<file path="src/rtl/router_pkg.sv">
// router_pkg: flit framing types and link transmitter state shared by the router blocks
package router_pkg;
  typedef enum logic [1:0] {
    FLIT_BODY   = 2'b00,
    FLIT_TAIL   = 2'b01,
    FLIT_HEAD   = 2'b10,
    FLIT_SINGLE = 2'b11
  } flit_type_t;
  // Flit type sits in the top two bits; offsets are counted down from Width.
  localparam int FlitTypeMsb = 1;
  localparam int FlitTypeLsb = 2;
  typedef enum logic {TX_IDLE, TX_PKT} tx_state_t;
endpackage

</file>
<file path="src/rtl/router_credit_counter.sv">
// router_credit_counter: saturating free-slot counter that resets full
module router_credit_counter #(
  parameter int Max = 4
) (
  input  logic                       clk,
  input  logic                       rst,
  input  logic                       dec,
  input  logic                       inc,
  output logic [$clog2(Max+1)-1:0]   count,
  output logic                       nonzero,
  output logic                       overflow
);
  localparam int W = $clog2(Max + 1);
  localparam logic [W-1:0] One = W'(1);
  localparam logic [W-1:0] Full = W'(Max);
  logic full;
  logic [W-1:0] count_d;
  always_comb begin
    full = count == Full;
    nonzero = count != '0;
    overflow = inc & ~dec & full;
    count_d = (dec & ~inc) ? count - One : (inc & ~dec & ~full) ? count + One : count;
  end
  always_ff @(posedge clk or negedge rst)
    if (!rst) count <= Full;
    else count <= count_d;
endmodule

</file>
<file path="src/rtl/router_link_tx.sv">
// router_link_tx: credit-flow-controlled link transmitter with packet framing tracking
module router_link_tx
  import router_pkg::*;
#(
  parameter int Width = 66,
  parameter int DownstreamDepth = 4
) (
  input  logic                                   clk,
  input  logic                                   rst,
  input  logic                                   in_valid,
  input  logic [Width-1:0]                       in_data,
  output logic                                   in_ready,
  output logic                                   link_wrreq,
  output logic [Width-1:0]                       link_data,
  input  logic                                   credit_in,
  output logic [$clog2(DownstreamDepth+1)-1:0]   credits,
  output logic                                   pkt_active,
  output logic                                   proto_err,
  output logic                                   credit_err
);
  logic xfer, nonzero, overflow, err;
  logic [1:0] ft;
  tx_state_t state, state_d;
  router_credit_counter #(.Max(DownstreamDepth)) u_credit (
    .clk(clk),
    .rst(rst),
    .dec(xfer),
    .inc(credit_in),
    .count(credits),
    .nonzero(nonzero),
    .overflow(overflow)
  );
  always_comb begin
    in_ready = nonzero;
    xfer = in_valid & nonzero;
    ft = in_data[Width-FlitTypeMsb:Width-FlitTypeLsb];
    state_d = (ft == FLIT_HEAD || (state == TX_PKT && ft == FLIT_BODY)) ? TX_PKT : TX_IDLE;
    err = (state == TX_IDLE) ? (ft == FLIT_BODY || ft == FLIT_TAIL)
                             : (ft == FLIT_HEAD || ft == FLIT_SINGLE);
  end
  always_ff @(posedge clk or negedge rst)
    if (!rst) begin
      link_wrreq <= 1'b0;
      link_data <= '0;
      state <= TX_IDLE;
      pkt_active <= 1'b0;
      proto_err <= 1'b0;
      credit_err <= 1'b0;
    end else begin
      link_wrreq <= xfer;
      link_data <= xfer ? in_data : link_data;
      state <= xfer ? state_d : state;
      pkt_active <= xfer ? (state_d == TX_PKT) : pkt_active;
      proto_err <= proto_err | (xfer & err);
      credit_err <= credit_err | overflow;
    end
`ifndef SYNTHESIS
  a_credit_max: assert property (@(posedge clk) disable iff (!rst) credits <= DownstreamDepth);
  a_no_overrun: assert property (@(posedge clk) disable iff (!rst) link_wrreq |-> $past(credits) != 0);
  a_pkt_state:  assert property (@(posedge clk) disable iff (!rst) pkt_active == (state == TX_PKT));
`endif
endmodule

</file>
<file path="config.mk">
export PLATFORM = sky130hd
export DESIGN_NAME = router_link_tx
export DESIGN_NICKNAME = d
export VERILOG_FILES = /design/src/rtl/router_pkg.sv /design/src/rtl/router_credit_counter.sv /design/src/rtl/router_link_tx.sv
export SDC_FILE = /design/constraint.sdc
export NUM_CORES = 1
export LEC_CHECK = 0
export ABC_AREA = 1
export BUFFER_PORTS_ARGS = -buffer_cell sky130_fd_sc_hd__buf_2
export CAP_MARGIN = 0
export CORE_UTILIZATION = 48
export CTS_CLUSTER_DIAMETER = 120
export DETAILED_ROUTE_END_ITERATION = 7
export PLACE_DENSITY_LB_ADDON = 0.12
export RECOVER_POWER = 50
export SYNTH_ARGS = -nofsm -noshare
export SYNTH_HDL_FRONTEND = slang
export SYNTH_HIERARCHICAL = 1
export SYNTH_SLANG_ARGS = --single-unit
export TNS_END_PERCENT = 10
</file>
<file path="constraint.sdc">
create_clock -name clk -period 4.4 [get_ports clk]
set_input_delay 0.44 -clock clk [delete_from_list [all_inputs] [get_ports clk]]
set_output_delay 0.44 -clock clk [all_outputs]
set_load 0.02 [all_outputs]
</file>
==> qor.csv <==
metric,value,unit
Fin Setup TNS,0,ns
most used routing layer,met2,
worst rel slew slack,40.7,%
Seq cells post-synth,73,
Synth warnings,6,
FF/Latch Area,1830,um^2
setup violators final,0,
Startpoint Class,flop,
Tcrit/Tclk final,44.6,%
Syn Inst Count,323,
post-synthesis sequential area ratio,64.4,%
Num CTS Buffers,9,
Hold Crit Class,input port to asynchronous set/reset pin,
Die H,78.9,um
WHS,0.237,ns
width of the die,78.9,um
crit end category,flop,
vias,2506,
met2 Use GR,35.1,%
first-pass GRT wire length,10300,um
Leak Pwr,2.16,nW
# IOs,144,
share of layout cells above drive strength 1,26.8,%
H-tree depth,3,
routability cong.,0.831,
# hold bufs at CTS,0,
multi-input logic area,881,um^2
post-DP HPWL,4220,um
DR WL/cell,11.8,um
clock slew at reported path FFs,0.07,ns
grt met1 use,26.8,%
Final Skew,0.00785,ns
final hold vios,0,
vias in the first global route,2360,
post-layout util,66.1,%
DIE AREA,6220,um^2
# fillers,512,
Synth-to-Final Area Change,30.7,%
mapped cell area,2840,um^2
initial antenna violation count,0,
clk_lat worst skew,0.32,ns
status,completed,
CP Max Fanout,68,
RSZ-0062 raised after global routing,false,
Via density,4.62,
final instance area,3710,um^2
Ant. Diodes,0,
GRT Total Usage,21.5,%
CTS sink count,73,
most frequent cells in the layout,"210 x nand2_1, 105 x buf_2, 72 x dfrtp_1",
Core Area,5610,um^2
clock tree buffer depth,2,
Unique masters post-synth,19,
"Req. time, crit path",4.61,ns
highest clock rate,509,MHz
post-cts sizing count,0,
GR met3 Demand/Resource,5.52,%
WP data arrival,2.17,ns
worst slack at placement,2.45,ns
Mapped Nets,394,
Setup Crit Path Kind,flop to flop,
Root Driver,clkbuf_8,
setup ws final,2.44,ns
Pre-antenna DRT Iters,4,
"commonest non-fill, non-tap cell in the layout",nand2_1,
Final ANT Viol Nets,0,
maxcap violations,0,
initial detailed-routing violation count,150,
Post-DP Area,3570,um^2
Nets,536,
post-layout minimum cycle time,1.96,ns
PortBufs,143,
CTS tree,done,
Starting Density,50.6,%
Slew Limit Fails,0,
global route total overflow,0,
setup bufs post-CTS,0,
FP Rows,27,
# DRC,0,
Post-Syn Area per Cell,8.78,um^2
Total Routed Length,6390,um
Slew @ Worst Pin,0.890,ns
Power Density,733,nW/um^2
Worst VDD drop,0.379,mV
largest net degree at the start of global routing,74,
[power by group]
group / switching, mW / internal (mW) / total (mW) / leakage [nW]
sequential: 0.155 / 0.954 / 1.11 / 0.885
clock: 0.217 / 0.253 / 0.470 / 0.0910
combinational: 0.803 / 0.334 / 1.14 / 1.18
total: 1.18 / 1.54 / 2.72 / 2.16
[metal layers]
layer	part of all wire, %	vias up
met4	1.3	0
met5	0	-
li1	-	1245
met1	44	1148
met3	7.7	9
met2	47	104
[sequential cells by signal, indices dropped and copies added (netlist names)]
signal          flops
link_wrreq          1
pkt_active          1
credit_err          1
u_credit/count      3
proto_err           1
link_data          66
[path summary, 6_finish.rpt]
| check | slack [ns] | startpoint | cells after the start | end |
|---|---|---|---|---|
| setup reg to reg | 2.44 | u_credit/count[2] | 10 | u_credit/count[1] |
| hold reg to reg | 0.46 | credit_err | 1 | credit_err |
| max in group asynchronous | 3.58 | rst | 1 | link_data[29] |
| min in group clk | 0.30 | in_data[63] | 3 | link_data[63] |
| setup / recovery | 2.44 | u_credit/count[2] | 10 | u_credit/count[1] |
| hold / removal | 0.24 | rst | 1 | link_data[53] |
[logic make-up (layout without fill, tap and decap cells)]
logic type | Yosys count | after routing | synth area share, %
AO/OA/AOI/OAI | 3 | 3 | 0.529
adder cells (fa/ha/maj) | 1 | 1 | 0.706
buffers and inverters | 25 | 172 | 4.50
flip-flops | 73 | 73 | 64.4
AND/OR/NAND/NOR | 221 | 221 | 29.8
[synth_stat cells]
cell	instances	area (um^2)
fa_1	1	20.0
nor2_1	2	7.51
or2_2	1	6.26
o21ai_1	1	5.00
nor3_1	1	5.00
inv_1	10	37.5
dfrtp_1	72	1800
inv_2	1	3.75
nand2_2	2	12.5
nand3_1	4	20.0
dfstp_2	1	26.3
buf_6	1	11.3
clkbuf_1	4	15.0
nor2_2	1	6.26
nand2_1	210	788
a21oi_1	1	5.00
buf_2	3	15.0
buf_4	6	45.0
o21ai_0	1	5.00
[critical path: stages, from the launching register on]
cell and delay, ns:
dfstp_2 0.55, inv_1 0.06, nand2_1 0.11, nand2_2 0.07
inv_2 0.05, buf_4 0.53, nor2_1 0.13, nand2_2 0.12
nand2_1 0.09, nand2_1 0.07, o21ai_1 0.06
[through the flow]
stage	std cells	total power, mW
detailed placement	526	2.30
CTS	542	2.78
global route	542	2.91
global placement	526	2.26
finish	542	2.72
floorplan	323	1.88
[area by class of cell]
class	instances	area share (%)
clock buffer	16	4.86
inverter	11	1.11
multi-input combinational	225	23.8
sequential	73	49.3
tap	72	2.43
timing repair buffer	145	18.5
No activity file was read; power rests on OpenSTA's default activity.
